### src/rtl/move_control.sv
// -----------------------------------------------------------------------------
// move_control
//   Control FSM for a single-pixel mover. It draws the pixel, waits one timer
//   period, then erases the pixel and steps it one position in the direction
//   of the highest-priority legal key. The position registers, the colour mux
//   and the timer are in the datapath. This module only drives their enables
//   and selects.
//
// Parameters
//   X_MIN/X_MAX, Y_MIN/Y_MAX : inclusive legal range of xpos / ypos
//
// Ports
//   clk, reset           : clock, asynchronous active-high reset
//   restart              : synchronous re-initialise, also clears move_count
//   key_up/down/left/right : level move requests, sampled on timer_done in WAIT
//   timer_done           : move-period tick from the datapath timer
//   xpos, ypos           : current datapath position (used for bound checks)
//   en_xpos, s_xpos      : x register enable / select (0 init, 1 +1, 2 -1)
//   en_ypos, s_ypos      : y register enable / select (0 init, 1 +1, 2 -1)
//   s_color, plot        : colour select (1 red, 0 black) / pixel write strobe
//   en_timer, s_timer    : timer enable / select (1 count, 0 clear)
//   move_count           : completed moves, saturating at 16'hFFFF
// -----------------------------------------------------------------------------
module move_control #(
    parameter logic [7:0] X_MIN = 8'd0,
    parameter logic [7:0] X_MAX = 8'd159,
    parameter logic [7:0] Y_MIN = 8'd0,
    parameter logic [7:0] Y_MAX = 8'd119
) (
    input  logic        clk,
    input  logic        reset,
    input  logic        restart,
    input  logic        key_up,
    input  logic        key_down,
    input  logic        key_left,
    input  logic        key_right,
    input  logic        timer_done,
    input  logic [7:0]  xpos,
    input  logic [7:0]  ypos,
    output logic        en_xpos,
    output logic        en_ypos,
    output logic [1:0]  s_xpos,
    output logic [1:0]  s_ypos,
    output logic        s_color,
    output logic        plot,
    output logic        en_timer,
    output logic        s_timer,
    output logic [15:0] move_count
);

    typedef enum logic [2:0] {
        S_INIT,
        S_DRAW,
        S_WAIT,
        S_ERASE,
        S_MOVE
    } state_t;

    typedef enum logic [1:0] {
        DIR_UP,
        DIR_DOWN,
        DIR_LEFT,
        DIR_RIGHT
    } dir_t;

    localparam logic [1:0] SEL_INIT = 2'd0;
    localparam logic [1:0] SEL_INC  = 2'd1;
    localparam logic [1:0] SEL_DEC  = 2'd2;

    state_t      state, state_nxt;
    dir_t        dir_q, dir_nxt;
    logic [15:0] cnt_q;

    logic up_ok, down_ok, left_ok, right_ok;
    logic move_sel;
    dir_t move_dir;

    // Drop the keys whose move would leave the legal range, then apply priority.
    always_comb begin
        up_ok    = key_up    && (ypos != Y_MIN);
        down_ok  = key_down  && (ypos != Y_MAX);
        left_ok  = key_left  && (xpos != X_MIN);
        right_ok = key_right && (xpos != X_MAX);
        move_sel = up_ok | down_ok | left_ok | right_ok;
        if (up_ok)
            move_dir = DIR_UP;
        else if (down_ok)
            move_dir = DIR_DOWN;
        else if (left_ok)
            move_dir = DIR_LEFT;
        else
            move_dir = DIR_RIGHT;
    end

    always_ff @(posedge clk or posedge reset) begin
        if (reset) begin
            state <= S_INIT;
            dir_q <= DIR_UP;
            cnt_q <= '0;
        end else begin
            state <= state_nxt;
            dir_q <= dir_nxt;
            if (restart)
                cnt_q <= '0;
            else if ((state == S_MOVE) && (cnt_q != '1))
                cnt_q <= cnt_q + 16'd1;
        end
    end

    assign move_count = cnt_q;

    always_comb begin
        state_nxt = state;
        dir_nxt   = dir_q;
        en_xpos   = 1'b0;
        en_ypos   = 1'b0;
        s_xpos    = SEL_INIT;
        s_ypos    = SEL_INIT;
        s_color   = 1'b0;
        plot      = 1'b0;
        en_timer  = 1'b0;
        s_timer   = 1'b0;

        case (state)
            S_INIT: begin
                en_xpos   = 1'b1;
                en_ypos   = 1'b1;
                en_timer  = 1'b1;
                state_nxt = S_DRAW;
            end
            S_DRAW: begin
                plot      = 1'b1;
                s_color   = 1'b1;
                en_timer  = 1'b1;
                state_nxt = S_WAIT;
            end
            S_WAIT: begin
                en_timer = 1'b1;
                // The timer is cleared on the tick so the next period starts at once.
                s_timer  = ~timer_done;
                if (timer_done && move_sel) begin
                    dir_nxt   = move_dir;
                    state_nxt = S_ERASE;
                end
            end
            S_ERASE: begin
                plot      = 1'b1;
                state_nxt = S_MOVE;
            end
            S_MOVE: begin
                case (dir_q)
                    DIR_UP:    begin en_ypos = 1'b1; s_ypos = SEL_DEC; end
                    DIR_DOWN:  begin en_ypos = 1'b1; s_ypos = SEL_INC; end
                    DIR_LEFT:  begin en_xpos = 1'b1; s_xpos = SEL_DEC; end
                    DIR_RIGHT: begin en_xpos = 1'b1; s_xpos = SEL_INC; end
                    default:   ;
                endcase
                state_nxt = S_DRAW;
            end
            default: state_nxt = S_INIT;
        endcase

        // restart overrides every transition, including a pending move.
        if (restart) begin
            state_nxt = S_INIT;
            dir_nxt   = dir_q;
        end
    end

endmodule

### config.mk
export PLATFORM = sky130hd
export DESIGN_NAME = move_control
export DESIGN_NICKNAME = d
export VERILOG_FILES = /design/src/rtl/move_control.sv
export SDC_FILE = /design/constraint.sdc
export NUM_CORES = 1
export LEC_CHECK = 0
export ABC_AREA = 1
export CORE_MARGIN = 2
export CORE_UTILIZATION = 40
export DETAILED_ROUTE_END_ITERATION = 8
export DONT_BUFFER_PORTS = 1
export SETUP_SLACK_MARGIN = 0.2
export SLEW_MARGIN = 5
export SYNTH_ARGS = -nofsm -noshare
export SYNTH_HDL_FRONTEND = slang
export SYNTH_SLANG_ARGS = --single-unit
### constraint.sdc
create_clock -name clk -period 1.6 [get_ports clk]
set_input_delay 0.32 -clock clk [delete_from_list [all_inputs] [get_ports clk]]
set_output_delay 0.32 -clock clk [all_outputs]
set_load 0.02 [all_outputs]
==> flow_summary.toml, run 1 <==
[run_status]
status = "finished, final reports clean"

[placement]
post_dp_cell_area_um2 = 1785
dp_hpwl_mm = 2.693
place_congestion = 0.8291
port_buffers = 0

[floorplan]
rows = 22
coreArea_um2 = 3633
initial_core_util_pct = 41.01
ios = 50
die-area_um2 = 4230
die_w_um = 65.04
die_h_um = 65.04

[cts]
ctsHtreeMaxLevel = 1
cts_sinks = 21
cts_tree = "yes"
clock_path_buffers = 2
clock_latency_ns = 0.26
path_clk_slew_ns = 0.08
clock-root-buffer = "clkbuf_8"
numCtsBuffers = 3

[finish]
fin_area_um2 = 2316
area_growth_pct = 55.42
nets = 301
final_cell_mix = "49 x buf_4, 43 x nand2_1, 26 x inv_1, 26 x nor2_1, 12 x dfrtp_1"
diodes = 0
regArea_um2 = 536.8
layout_commonest_cell = "buf_4"
layout-drive-gt1-share_pct = 46.18
multiInputGateArea_um2 = 1081
fill_cells = 324

[grt]
grt_max_degree = 22
antenna_found_initial = 0
grt_pass1_wl_mm = 6.762
grt_overflow_total = 0
grt_pass1_vias = 1549
grt.total_usage_pct = 19.97

[timing]
period_share_pct = 99.38
slew_viol_final = 0
slew_headroom_pct = 64.74
max_freq_mhz = 628.9
worst_pin_slew_ns = 0.5281
finalSetupTns_ns = 0
setup_viol = 0
grt_setup_unrepaired = "true"
hold_viol_final = 0
skew_ns = 0.002140
period_minus_slack_ns = 1.590

[pwr]
power.internal_w = 0.0009000
ir_worst_vdd_mv = 0.3875
comb_power_share_pct = 27.9
swShare_pct = 33.67
total_leakage_power_nw = 1.123
seq_power_share_pct = 46.4
pwr_density_cell_nw_per_um2 = 585.9
clock_power_share_pct = 25.8
p_sw_w = 0.0004569

[setup_path]
r2r_end = "move_count[6]$_DFFE_PP0P_"
crit_arrival_ns = 1.27
r2r_cells = 8
required_ns = 1.28
cp-end-kind = "output pin"
critPathMaxFanout = 4
reg2reg_slack_ns = 0.09
timing.rr.start = "move_count[1]$_DFFE_PP0P_"
crit_type = "flip-flop to output pin"
cp-start-kind = "flip-flop"

[drt]
drtIter0Drc = 93
vias = 1647
dr.pass1.iters = 4
via_per_inst = 5.099
route.detailed.wl_per_inst_um = 13.50
drt_wl_total_mm = 4.362
route.detailed.drc = 0
ant_nets = 0

[yosys]
syn_area_um2 = 1490
synth_cells = 215
synthTopCellsByArea = "dfrtp_1 35%, nand2_1 13%, nor2_1 8.3%"
synth_nets = 240
synth_seq_area_share_pct = 35.26
synth_top_area_share_pct = 35.26
synthDistinctLibCells = 29
yosysTopAreaCell = "dfrtp_1"
ys_warn_count = 0
ys_seq_elements = 21
syn-mean-instance-area_um2 = 6.931

[job]
maxCapViolations = 0

[hold_path]
hold_start = "restart"
min_path_cells = 1
hp-class = "primary input to flip-flop"
holdPathEnd = "move_count[3]$_DFFE_PP0P_"
==> Yosys cell counts (all sizes together) <==
cell and count:
nand2 57, nor2 37, inv 31, dfrtp 21, o21ai 15, nand3 14, nor3 13, nand4 11
a21oi 6, o21bai 2, xor2 2, a21boi 1, clkbuf 1, clkinv 1, ha 1, o21a 1
or2 1
==> stage by stage <==
step                      hold WS, ns  instances  setup slack, ns  total power, W  utilization, %
after CTS                      0.1048        311          0.02682        0.001301           55.58
after detailed placement       0.2661        290           0.1737       0.0008829           49.14
after floorplan                0.2962        215           0.1403       0.0007904               -
after global placement         0.2627        290           0.1691       0.0008842           49.14
after global routing          0.09800        323         -0.05609        0.001432           63.74
final                          0.1047        323         0.009898        0.001357           63.74
==> worst max-delay path, stage by stage (launching register included) <==
cell	delay [ns]
dfrtp_2	0.45
nor2_4	0.17
buf_6	0.12
inv_2	0.03
a21oi_2	0.09
buf_4	0.14
==> how the worst max path moves through the flow <==
stage / start / end / slack, ns / cells past startpoint
2_1_floorplan: state[1]$_DFFE_PP0P_ / s_xpos[0] / 0.14 / 3
3_3_place_gp: move_count[0]$_DFFE_PP0P_ / move_count[8]$_DFFE_PP0P_ / 0.17 / 8
3_5_place_dp: move_count[0]$_DFFE_PP0P_ / move_count[11]$_DFFE_PP0P_ / 0.17 / 9
4_1_cts: state[0]$_DFFE_PP0P_ / s_xpos[1] / 0.03 / 4
5_1_grt: state[1]$_DFFE_PP0P_ / s_timer / -0.06 / 5
6_report: state[1]$_DFFE_PP0P_ / en_ypos / 0.01 / 5
==> power by group through the flow <==
stage,Combinational [W],Clock (W),Sequential (W)
after CTS,0.000322,0.000360,0.000619
after detailed placement,0.000267,0,0.000616
after floorplan,0.000184,0,0.000606
after global placement,0.000266,0,0.000618
after global routing,0.000416,0.000381,0.000635
final,0.000378,0.000350,0.000629
==> area by class of cell <==
class	count	area share, %
clock buffers	4	1.945
well taps	48	2.593
repair buffers	54	18.64
inverters	32	6.483
multi-input cells	163	46.68
flip-flops and latches	21	23.18
repair inverters	1	0.4862
==> cells by family (layout without fill, tap and decap cells) <==
logic type	after synthesis	in the layout	share of synthesized area [%]
simple gates	133	135	44.84
buf+inv	33	91	8.816
compound gates	25	25	9.068
flops	21	21	35.26
xor+xnor	2	2	1.176
fa+ha+maj	1	1	0.8395
==> layer usage <==
| layer | part of all wire [%] | up-vias | track usage [%] |
|---|---|---|---|
| met5 | 0 | - | 0 |
| met4 | 2.7 | 0 | 5.469 |
| met3 | 3.6 | 13 | 2.257 |
| met2 | 50 | 46 | 35.18 |
| met1 | 44 | 764 | 25.84 |
| li1 | - | 824 | - |
==> repair_timing <==
action,CTS,global route
setup endpoints to repair,19,27
gates cloned,2,1
gates resized for setup,16,51
pin swaps,10,18
buffers inserted,14,11
endpoints found under the hold margin,21,0
hold buffers,1,0
==> state kept, by name, indices dropped and copies added (netlist names) <==
register / cells
dir_q: 2
state: 3
move_count: 16
Power figures use the tool's default switching activity.
==> inputs of run 2 (changes only) <==
--- a/config.mk
+++ b/config.mk
@@ -6,12 +6,12 @@
 export NUM_CORES = 1
 export LEC_CHECK = 0
 export ABC_AREA = 1
-export CORE_MARGIN = 2
 export CORE_UTILIZATION = 40
 export DETAILED_ROUTE_END_ITERATION = 8
 export DONT_BUFFER_PORTS = 1
+export GPL_TIMING_DRIVEN = 0
 export SETUP_SLACK_MARGIN = 0.2
-export SLEW_MARGIN = 5
+export SLEW_MARGIN = 30
 export SYNTH_ARGS = -nofsm -noshare
 export SYNTH_HDL_FRONTEND = slang
 export SYNTH_SLANG_ARGS = --single-unit
==> flow_summary.toml, run 2 (synthesis results as in run 1) <==
[timing]
setup_viol = 0
hold_viol_final = 0
max_freq_mhz = 642.1
period_share_pct = 97.34
period_minus_slack_ns = 1.557
holdWs_ns = 0.1076
grt_setup_unrepaired = "true"
skew_ns = 0.003478
slew_headroom_pct = 44.36
slew_viol_final = 0
worst_pin_slew_ns = 0.8336
setup_slack_ns = 0.04254

[grt]
grt.total_usage_pct = 20.55
grt_max_degree = 22
grt_pass1_vias = 1407
grt_overflow_total = 0
antenna_found_initial = 0
grt_pass1_wl_mm = 6.423

[drt]
drtIter0Drc = 58
route.detailed.drc = 0
dr.pass1.iters = 4
drt_wl_total_mm = 3.802
vias = 1431
route.detailed.wl_per_inst_um = 13.63
via_per_inst = 5.129
ant_nets = 0

[pwr]
power_w = 0.001365
ir_worst_vdd_mv = 0.2668
p_sw_w = 0.0005023
swShare_pct = 36.80
clock_power_share_pct = 25.6
total_leakage_power_nw = 0.8821
seq_power_share_pct = 48.0
power.internal_w = 0.0008627
pwr_density_cell_nw_per_um2 = 679.3
comb_power_share_pct = 26.4

[finish]
diodes = 0
fin_area_um2 = 2009
layout_commonest_cell = "nand2_1"
layout-drive-gt1-share_pct = 39.48
layoutNonFillerInstCount = 279
largest_reg_flops = 16
nets = 259
area_growth_pct = 34.84
final_cell_mix = "45 x nand2_1, 27 x nor2_1, 25 x inv_1"
fill_cells = 303

[placement]
place_inst = 261
place_congestion = 0.7901
dp_hpwl_mm = 2.470
post_dp_cell_area_um2 = 1577
dp_worst_setup_slack_ns = 0.008222
port_buffers = 0

[setup_path]
crit_type = "flip-flop to output pin"
required_ns = 1.28
critPathMaxFanout = 5
cp-end-kind = "output pin"
crit_arrival_ns = 1.24
cp-start-kind = "flip-flop"

[cts]
cts_sinks = 21
cts_tree = "yes"
clock-root-buffer = "clkbuf_8"
numCtsBuffers = 3
ctsHoldBuffers = 0
clock_latency_ns = 0.26
ctsHtreeMaxLevel = 1
clock_path_buffers = 2
path_clk_slew_ns = 0.07

[floorplan]
die-area_um2 = 3973
coreArea_um2 = 3442
die_h_um = 63.04
initial_core_util_pct = 43.29
rows = 21
ios = 50
die_w_um = 63.04

[job]
maxCapViolations = 0

[hold_path]
hp-class = "primary input to asynchronous set/reset pin"

[run_status]
status = "finished, final reports clean"
run 2: cell count changes in the layout (fill, tap and decap cells not counted), moves of 4 or more:
cell,change
dfrtp_1,-9
buf_4,-39
nor3_4,+4
dfrtp_2,+9
run 2: stage by stage:
| stage | util [%] | TNS [ns] |
|---|---|---|
| after floorplan | - | 0 |
| after global placement | 45.80 | 0 |
| after detailed placement | 45.80 | 0 |
| after CTS | 55.83 | 0 |
| after global routing | 58.38 | -0.04547 |
| final | 58.38 | 0 |
run 2: path summary, 6_finish.rpt:
check	start	to	slack, ns	cells past startpoint
min in group clk	restart	move_count[3]$_DFFE_PP0P_	0.11	1
hold reg to reg	dir_q[0]$_DFFE_PP0P_	dir_q[0]$_DFFE_PP0P_	0.59	2
max in group asynchronous	reset	move_count[12]$_DFFE_PP0P_	0.91	1
setup / recovery	dir_q[1]$_DFFE_PP0P_	s_xpos[0]	0.04	2
setup reg to reg	move_count[0]$_DFFE_PP0P_	move_count[8]$_DFFE_PP0P_	0.05	9
hold / removal	reset	dir_q[1]$_DFFE_PP0P_	0.11	1
run 2: area by class of cell:
type	instances	area, um2	share of cell area, %
multi-input cells	163	1106	55.04
plain buffers	1	3.754	0.1868
flip-flops and latches	21	548.0	27.27
repair buffers	11	95.09	4.732
clock buffers	4	45.04	2.242
well taps	46	57.56	2.864
inverters	32	145.1	7.223
repair inverters	1	8.758	0.4359
run 2: power groups by stage:
| stage | Combinational [W] | Sequential, W | Clock [W] |
|---|---|---|---|
| floorplan | 0.000184 | 0.000606 | 0 |
| global route | 0.000396 | 0.000661 | 0.000381 |
| detailed placement | 0.000216 | 0.000616 | 0 |
| global placement | 0.000213 | 0.000615 | 0 |
| CTS | 0.000323 | 0.000646 | 0.000365 |
| finish | 0.000361 | 0.000655 | 0.000349 |
run 2: routing by layer:
metal / vias up / share of wire [%] / GRT usage, % / wire (um)
met5: - / 0 / 0 / 0
met4: 0 / 1.4 / 7.849 / 52
met3: 6 / 4.7 / 4.015 / 177
met2: 38 / 50 / 34.14 / 1888
met1: 652 / 44 / 26.03 / 1683
li1: 735 / - / - / -
run 2: worst max-delay path: stages, from the launching register on:
cell and delay (ns):
dfrtp_2 0.48, inv_1 0.18, nor3_4 0.31
run 2: repair_timing:
action,CTS,global route
cloned,3,0
pin swaps,16,11
setup endpoints to repair,28,27
setup buffers,8,3
resized for setup,58,17
==> patch 1 (settings of run 1) <==
Reset style: synchronous (`reset`), changed in one clocked block. Comments in the files are not updated.
--- a/src/rtl/move_control.sv
+++ b/src/rtl/move_control.sv
@@ -93,5 +93,5 @@
     end
 
-    always_ff @(posedge clk or posedge reset) begin
+    always_ff @(posedge clk) begin
         if (reset) begin
             state <= S_INIT;
Check against the original RTL: differs if reset is asserted again (counterexample within 4 cycles, from zero or initial values and one cycle with reset high); with reset held inactive, the same outputs for 10 cycles.
==> patch 1 against run 1 <==
  * The run now ends with setup timing left
  * Cell area is 11% lower
  * Sequential cell count did not move
  * Routed wire length decreased by 18%
  * Synthesized area is 8.0% lower
  * Register-to-register slack lost 0.03 ns
  * Setup slack got worse by 0.038 ns
  * Hold slack better by 0.058 ns
Power is not compared: it rests on default switching activity, and its combinational part moved more than twofold at a synthesized area within 25%.
==> patch 1: results <==
group,metric,value,unit
placement,dp_hpwl,2530,um
clock_network,clock_latency,0.31,ns
outcome,status,"finished with violations",
sta,setup_viol,5,
outcome,violations,"setup timing",
global_route,use_met2,0.335,
sta,finalClockSkew,0.0126,ns
global_route,use_met1,0.224,
layout,nNetsFinal,299,
layout,syn_to_final_growth,49.6,%
global_route,grt.met3_usage,0.0396,
critical_path,crit_start,"state[0]",
routing,num_vias,1526,
critical_path,crit_end,"s_xpos[1]",
sta,postLayoutSetupSlackWorst,-0.0277,ns
min_path,hp-start,"timer_done",
layout,nNonClkBuffers,43,
critical_path,r2r_cells,11,
layout,multi_input_area,975,um^2
layout,inverters,44,
clock_network,cts_root_buffer,"clkbuf_4",
layout,area_share_nonclk_buffers,0.179,
sta,tns,-0.0919,ns
routing,drt_iter0_markers,68,
synth,yosys-top-cells-count,"54 x nand2_1, 41 x nor2_1, 36 x inv_1",
-- patch 1: changes by cell type after synthesis, moves of 3 or more --
cell            run 1  this run
nor2_1             33        41
nand3_1            13         9
dfxtp_1             0        21
inv_2               2         5
nand4_1            11         5
inv_1              28        36
dfrtp_1            21         0
o21ai_1            11         6
a21oi_1             6        11
-- patch 1: power groups by stage --
stage / Clock [mW] / Combinational, mW / Sequential [mW]
after floorplan: 0 / 0.0603 / 0.537
after global placement: 0 / 0.0740 / 0.537
after detailed placement: 0 / 0.0740 / 0.537
after CTS: 0.271 / 0.0861 / 0.525
after global routing: 0.299 / 0.108 / 0.525
final: 0.262 / 0.0951 / 0.524
-- patch 1: metal layers --
layer,share of wire,up-vias
met5,0,-
met1,0.43,681
met3,0.049,6
li1,-,806
met4,0.015,0
met2,0.50,33
-- patch 1: repair_timing --
item	4_1_cts	5_1_grt
cloned	2	0
pin swaps	9	2
buffers inserted	12	5
endpoints found under the setup margin	23	26
endpoints found under the hold margin	0	0
gates resized for setup	46	24
==> patch 2 (settings of run 1) <==
Made on the original files. Change the parameter `Y_MAX` from 8'd119 to 8'd64.
--- a/src/rtl/move_control.sv
+++ b/src/rtl/move_control.sv
@@ -26,5 +26,5 @@
     parameter logic [7:0] X_MAX = 8'd159,
     parameter logic [7:0] Y_MIN = 8'd0,
-    parameter logic [7:0] Y_MAX = 8'd119
+    parameter logic [7:0] Y_MAX = 8'd64
 ) (
     input  logic        clk,
Check against the original RTL: not equivalent (a bounded check fails within 4 cycles, from zero or initial values and one cycle with reset high).
==> patch 2 against run 1 <==
  * The run now ends with setup timing left
  * Sequential cell count stayed put
  * Synthesized area is 0.25% higher
  * Sequential power fell by 3.3%
  * Power increased by 4.2%
  * Setup slack got worse by 0.11 ns
  * Routed wire length is 3.8% lower
  * Cell area is 7.7% lower
  * Hold slack better by 0.0035 ns
==> patch 2: results <==
group,metric,value,unit
critical_path,cp.arrival,1.38,ns
synth,ys_seq_area_frac,0.352,
global_route,grt_pass1_wl,6890,um
critical_path,crit_slowest_cell,"dfrtp_1",
layout,area_share_nonclk_buffers,0.142,
layout,fillers,356,
layout,multi_input_comb_cells,172,
placement,dp_hpwl,2900,um
layout,seq_area,532,um^2
layout,syn_to_final_growth,43.1,%
global_route,grt_pass1_vias,1507,
sta,slew_headroom,0.719,
outcome,status,"finished with violations",
routing,drt_iter0_markers,56,
sta,setup_viol,6,
clock_network,cts_resized,37,
critical_path,r2r-start,"state[1]",
layout,fin_cells,317,
placement,post-place-ws,0.0654,ns
sta,postLayoutSetupSlackWorst,-0.0957,ns
sta,finalClockSkew,0.00434,ns
pwr,comb_cell_power,439,uW
synth,syn_area,0.00149,mm^2
routing,routed_wl,4200,um
layout,multi_input_area,0.00102,mm^2
pwr,p_sw,508,uW
pwr,clock_power,367,uW
layout,design.seq.count,21,
outcome,violations,"setup timing",
pwr,power.leakage,0.976,nW
critical_path,r2r_cells,9,
patch 2: how the worst max path moves through the flow:
| stage | to | slack, ns | depth (start not counted) |
|---|---|---|---|
| finish | s_ypos[0] | -0.1 | 5 |
| global route | s_ypos[0] | -0.13 | 5 |
| CTS | s_ypos[0] | -0.09 | 5 |
| detailed placement | move_count[12] | 0.07 | 8 |
| global placement | s_ypos[0] | 0.08 | 5 |
| floorplan | move_count[12] | -0.09 | 9 |
patch 2: routing by layer:
metal | share of wire | vias to the layer above | global-route usage
li1 | - | 818 | -
met1 | 0.45 | 733 | 0.272
met2 | 0.50 | 38 | 0.369
met3 | 0.044 | 3 | 0.0257
met4 | 0.0045 | 0 | 0.0469
met5 | 0 | - | 0
patch 2: kinds of logic after synthesis:
group / synth area share
AOI/OAI and AO/OA: 0.107
adders and majority gates: 0.00837
DFF: 0.352
and+or+nand+nor: 0.403
xor gates and xnor gates: 0.0293
buffers and inverters: 0.100
